`config.mk`:
```
export PLATFORM = sky130hd
export DESIGN_NAME = dtree_seq_eval
export DESIGN_NICKNAME = d
export VERILOG_FILES = /design/src/rtl/dtree_pkg.sv /design/src/rtl/dtree_node_cmp.sv /design/src/rtl/dtree_seq_eval.sv
export SDC_FILE = /design/constraint.sdc
export NUM_CORES = 2
export LEC_CHECK = 0
export ABC_AREA = 1
export BUFFER_PORTS_ARGS = -buffer_cell sky130_fd_sc_hd__buf_2
export CAP_MARGIN = 10
export CELL_PAD_IN_SITES_DETAIL_PLACEMENT = 0
export CELL_PAD_IN_SITES_GLOBAL_PLACEMENT = 2
export CORE_MARGIN = 1.5
export CORE_UTILIZATION = 40
export DETAILED_ROUTE_END_ITERATION = 8
export PLACE_DENSITY_LB_ADDON = 0.12
export SYNTH_ARGS = -nofsm -noshare
export SYNTH_HDL_FRONTEND = slang
export SYNTH_HIERARCHICAL = 1
export SYNTH_SLANG_ARGS = --single-unit
```
`constraint.sdc`:
```
create_clock -name clk -period 49.6 [get_ports clk]
set_clock_uncertainty 0.1 [all_clocks]
set_input_delay 7.44 -clock clk [delete_from_list [all_inputs] [get_ports clk]]
set_output_delay 7.44 -clock clk [all_outputs]
set_load 0.02 [all_outputs]
```
`src/rtl/dtree_pkg.sv`:
```
// Shared widths, node-table entry layout and FSM states for the sequential
// decision-tree evaluator and its comparator.
package dtree_pkg;

  localparam int N_FEAT    = 9;
  localparam int FEAT_W    = 8;
  localparam int N_NODES   = 32;
  localparam int CLASS_W   = 2;
  localparam int MAX_DEPTH = 16;

  localparam int FIDX_W  = $clog2(N_FEAT);
  localparam int NIDX_W  = $clog2(N_NODES);
  localparam int PREC_W  = $clog2(FEAT_W + 1);
  localparam int DEPTH_W = $clog2(MAX_DEPTH + 1);

  typedef struct packed {
    logic                leaf;
    logic [FIDX_W-1:0]   feat;
    logic [PREC_W-1:0]   prec;
    logic [FEAT_W-1:0]   thr;
    logic [NIDX_W-1:0]   left;
    logic [NIDX_W-1:0]   right;
    logic [CLASS_W-1:0]  cls;
  } node_t;

  typedef enum logic [1:0] {
    ST_IDLE,
    ST_WALK,
    ST_DONE
  } state_t;

  // An empty table answers every query immediately with class 0.
  localparam node_t RESET_NODE = node_t'({1'b1, {($bits(node_t) - 1){1'b0}}});

  // The index width can be wider than the table in other configurations,
  // so the bound is checked explicitly with one spare bit of headroom.
  function automatic logic node_in_range(input logic [NIDX_W-1:0] idx);
    return {1'b0, idx} < (NIDX_W + 1)'(N_NODES);
  endfunction

endpackage

```
`src/rtl/dtree_node_cmp.sv`:
```
// Single-node comparator: picks one feature, keeps its top 'prec' bits as an
// unsigned value and tests it against the node threshold.
module dtree_node_cmp
  import dtree_pkg::*;
(
  input  logic [N_FEAT*FEAT_W-1:0] feat_vec,
  input  logic [FIDX_W-1:0]        feat_idx,
  input  logic [PREC_W-1:0]        prec,
  input  logic [FEAT_W-1:0]        thr,
  output logic                     go_left
);

  logic [FEAT_W-1:0] sel;
  logic [PREC_W-1:0] eff_prec;
  logic [PREC_W-1:0] shamt;
  logic [FEAT_W-1:0] trunc;

  // Feature select (out-of-range index reads 0), precision clamp, MSB
  // truncation by right shift (a full-width shift yields 0 for prec=0), compare.
  always_comb begin
    sel = '0;
    for (int k = 0; k < N_FEAT; k++) begin
      if (feat_idx == FIDX_W'(k)) begin
        sel = feat_vec[k*FEAT_W +: FEAT_W];
      end
    end
    eff_prec = (prec > PREC_W'(FEAT_W)) ? PREC_W'(FEAT_W) : prec;
    shamt    = PREC_W'(FEAT_W) - eff_prec;
    trunc    = sel >> shamt;
    go_left  = (trunc <= thr);
  end

endmodule

```
`src/rtl/dtree_seq_eval.sv`:
```
// Programmable sequential decision-tree classifier: walks one node per cycle
// through a writable node table, with valid/ready on both sides.
module dtree_seq_eval
  import dtree_pkg::*;
(
  input  logic                     clk,
  input  logic                     rst,
  input  logic                     in_valid,
  output logic                     in_ready,
  input  logic [N_FEAT*FEAT_W-1:0] in_feat,
  output logic                     out_valid,
  input  logic                     out_ready,
  output logic [CLASS_W-1:0]       out_class,
  output logic [DEPTH_W-1:0]       out_depth,
  output logic                     out_err,
  input  logic                     cfg_we,
  output logic                     cfg_ready,
  input  logic [NIDX_W-1:0]        cfg_addr,
  input  logic                     cfg_leaf,
  input  logic [FIDX_W-1:0]        cfg_feat,
  input  logic [PREC_W-1:0]        cfg_prec,
  input  logic [FEAT_W-1:0]        cfg_thr,
  input  logic [NIDX_W-1:0]        cfg_left,
  input  logic [NIDX_W-1:0]        cfg_right,
  input  logic [CLASS_W-1:0]       cfg_class
);

  node_t                     node_tbl [N_NODES];
  state_t                    state;
  logic [N_FEAT*FEAT_W-1:0]  feat_reg;
  logic [NIDX_W-1:0]         node;
  logic [DEPTH_W-1:0]        depth;
  node_t                     cur;
  logic                      go_left;

  // The entry under evaluation this cycle.
  always_comb begin
    cur = node_tbl[node];
  end

  dtree_node_cmp u_cmp (
    .feat_vec (feat_reg),
    .feat_idx (cur.feat),
    .prec     (cur.prec),
    .thr      (cur.thr),
    .go_left  (go_left)
  );

  // Node table: cleared to leaf/class-0 on reset, written only while idle
  // (cfg_ready mirrors the IDLE state) so a walk always sees a frozen table.
  always_ff @(posedge clk or posedge rst) begin
    if (rst) begin
      for (int i = 0; i < N_NODES; i++) begin
        node_tbl[i] <= RESET_NODE;
      end
    end else if (cfg_we && cfg_ready && node_in_range(cfg_addr)) begin
      node_tbl[cfg_addr] <= '{leaf:  cfg_leaf,
                              feat:  cfg_feat,
                              prec:  cfg_prec,
                              thr:   cfg_thr,
                              left:  cfg_left,
                              right: cfg_right,
                              cls:   cfg_class};
    end
  end

  // Control FSM with registered handshake and result outputs; results keep
  // their last values outside DONE so the consumer sees no glitching.
  always_ff @(posedge clk or posedge rst) begin
    if (rst) begin
      state     <= ST_IDLE;
      feat_reg  <= '0;
      node      <= '0;
      depth     <= '0;
      in_ready  <= 1'b1;
      cfg_ready <= 1'b1;
      out_valid <= 1'b0;
      out_class <= '0;
      out_depth <= '0;
      out_err   <= 1'b0;
    end else begin
      case (state)
        ST_IDLE: begin
          if (in_valid) begin
            feat_reg  <= in_feat;
            node      <= '0;
            depth     <= '0;
            in_ready  <= 1'b0;
            cfg_ready <= 1'b0;
            state     <= ST_WALK;
          end
        end
        ST_WALK: begin
          if (!node_in_range(node)) begin
            out_class <= '0;
            out_err   <= 1'b1;
            out_depth <= depth;
            out_valid <= 1'b1;
            state     <= ST_DONE;
          end else if (cur.leaf) begin
            out_class <= cur.cls;
            out_err   <= 1'b0;
            out_depth <= depth;
            out_valid <= 1'b1;
            state     <= ST_DONE;
          end else if (depth == DEPTH_W'(MAX_DEPTH)) begin
            out_class <= '0;
            out_err   <= 1'b1;
            out_depth <= depth;
            out_valid <= 1'b1;
            state     <= ST_DONE;
          end else begin
            node  <= go_left ? cur.left : cur.right;
            depth <= depth + 1'b1;
          end
        end
        ST_DONE: begin
          if (out_ready) begin
            out_valid <= 1'b0;
            in_ready  <= 1'b1;
            cfg_ready <= 1'b1;
            state     <= ST_IDLE;
          end
        end
        default: begin
          state <= ST_IDLE;
        end
      endcase
    end
  end

endmodule

```
==> results.sh <==
export IMPL_ir_drop_mv=0.0459
export IMPL_root_buffer="clkbuf_16"
export IMPL_antenna_found_initial=5
export IMPL_cts_setup_buffers=0
export IMPL_slew_violations=0
export IMPL_yosys_warnings=6
export IMPL_pre_cts_ws_ps=37180
export IMPL_cts_sinks=1022
export IMPL_cp_end_kind="asynchronous set/reset pin"
export IMPL_gp_congestion=0.772
export IMPL_clkPwrFrac=0.309
export IMPL_p_leak_nw=24.1
export IMPL_netSwitchingFraction=0.362
export IMPL_relSlewSlack=0.244
export IMPL_layout_commonest_cell="nand2_1"
export IMPL_finalHoldViolations=0
export IMPL_setup_viol=0
export IMPL_ys_seq_elements=1022
export IMPL_die_w_um=344
export IMPL_most_common_layout_cells="nand2_1, o21ai_0, dfrtp_1, nand3_1, nor2_1"
export IMPL_power_frac_seq=0.405
export IMPL_fmax_mhz=87.7
export IMPL_synthesis_area_sq_mm=0.0465
export IMPL_drtIter0Drc=3526
export IMPL_die_y_um=344
export IMPL_clkTransAtPathRegs_ps=60
export IMPL_core_area_sq_mm=0.115
export IMPL_numCtsBuffers=117
export IMPL_cap_violations=0
export IMPL_hold_path_class="reg -> reg"
export IMPL_syn_to_final_growth_pct=10.4
export IMPL_crit_fanout=102
export IMPL_firstDrtPassIters=6
export IMPL_ys_seq_area_frac=0.550
export IMPL_drt_wl_total_um=160000
export IMPL_cts_tree="yes"
export IMPL_synth_main_ff_cell="dfrtp_1"
export IMPL_cts_path_max_buffers=3
export IMPL_status="finished, final reports clean"
export IMPL_postRouteAntennaNets=0
export IMPL_p_sw_mw=1.03
export IMPL_yosysUniqueCellTypes=40
export IMPL_rows=124
export IMPL_initial_core_util=0.405
export IMPL_grt_max_degree=175
export IMPL_cts_hold_buf=0
export IMPL_required_ps=50210
export IMPL_synth_edf_count=0
export IMPL_power_internal_mw=1.81
export IMPL_start_kind="primary input"
export IMPL_synth_net_count=5794
export IMPL_grt_pass1_vias=37300
export IMPL_synthCells=5672
export IMPL_pin_count=122
export IMPL_power_share_combinational=0.286
export IMPL_numPortBuffers=121
export IMPL_powerDensity_mw_per_mm2=55.2
export IMPL_die_area_sq_mm=0.118
export IMPL_clk_latency_ps=730
export IMPL_track_usage=0.271
export IMPL_grt_pass1_wl_um=242000
export IMPL_crit_arrival_ps=12010
export IMPL_largest_reg_flops=928
export IMPL_rsz0062_at_grt="false"
export IMPL_tns_ps=0
export IMPL_period_minus_slack_ps=11400
export IMPL_post_cts_resized=0
export IMPL_vias=38600
export IMPL_place_hpwl_um=78100
export IMPL_async_reset_ff_frac=1.00
export IMPL_vias_per_cell=5.45
export IMPL_tightestPinTransition_ps=1130
export IMPL_syn_avg_cell_area_sq_um=8.21
export IMPL_fin_nets=5583
export IMPL_routedWlPerCell_um=22.6
export IMPL_overflow=0
export IMPL_cts_htree_levels=3
export IMPL_drc=0
export IMPL_drive_above_1_share=0.0829
export IMPL_critical_path_class="in -> async"
export IMPL_period_share=0.230
export IMPL_finalWorstSetupSlack_ps=38200
[worst max-delay path, stage by stage]
cell and delay, ps:
buf_2 130, inv_8 430, buf_4 760, buf_4 650, buf_4 630, buf_4 840
buf_4 820
[cells in the mapped netlist (5+ instances only)]
cell,number,area (sq um)
or2_0,7,43.8
dfstp_2,33,867
o221ai_1,95,832
buf_1,15,56.3
buf_2,191,956
nand2_1,1814,6810
a21oi_1,16,80.1
ha_1,11,138
buf_4,19,143
o211ai_1,23,173
inv_1,85,319
nor3_1,10,50.1
o22ai_1,29,181
clkbuf_1,260,976
inv_2,9,33.8
nand3_1,426,2130
nand4_1,5,31.3
buf_6,11,124
o21ai_0,1206,6040
o21ai_1,43,215
nand3_2,7,70.1
nor2_1,333,1250
dfrtp_1,989,24700
[logic make-up after synthesis]
logic type	after synthesis	synth area share
fa+ha+maj	11	0.00296
buf+inv	594	0.0564
xor+xnor	4	0.000753
simple gates	2627	0.228
flops	1022	0.550
compound gates	1414	0.162
[worst paths after layout]
| kind | from | to | slack, ps | depth (start not counted) |
|---|---|---|---|---|
| max | rst | feat_reg[50] | 38200 | 7 |
| min | feat_reg[66] | feat_reg[66] | 370 | 2 |
| max reg2reg | node[0] | node[2] | 42170 | 31 |
| min reg2reg | feat_reg[66] | feat_reg[66] | 370 | 2 |
| max in group clk | cfg_addr[4] | node_tbl[194] | 40020 | 5 |
| min in group asynchronous | rst | node_tbl[902] | 6720 | 2 |
[per-layer routing]
metal	global-route usage	part of all wire	up-vias
met1	0.392	0.47	19000
met3	0.0396	0.056	214
met4	0.0692	0.025	2
met2	0.426	0.45	1009
met5	0	0.000050	-
li1	-	-	18400
[through the flow]
step,cell area [sq um],instances,util,hold slack (ps),power (mW)
2_1_floorplan,46500,5672,-,341,1.71
3_3_place_gp,47500,6854,0.414,355,1.97
3_5_place_dp,47500,6854,0.414,358,1.98
4_1_cts,51400,7073,0.447,380,2.86
5_1_grt,51400,7073,0.447,393,3.03
6_report,51400,7074,0.447,371,2.84
[final cells by class]
cell class / instances / area (sq um)
flip-flops and latches: 1022 / 25600
diodes: 1 / 2.50
clock buffers: 182 / 3480
clock inverters: 37 / 408
fillers: 11700 / 63400
well taps: 1512 / 1890
inverters: 96 / 389
repair buffers: 168 / 1020
multi-input cells: 4056 / 18500
[power groups by stage]
| stage | clock [mW] | combinational [mW] | sequential, mW |
|---|---|---|---|
| floorplan | 0 | 0.575 | 1.14 |
| global placement | 0 | 0.810 | 1.16 |
| detailed placement | 0 | 0.817 | 1.16 |
| CTS | 0.895 | 0.819 | 1.15 |
| global route | 0.926 | 0.926 | 1.17 |
| finish | 0.876 | 0.811 | 1.15 |
Power figures use the tool's default switching activity.
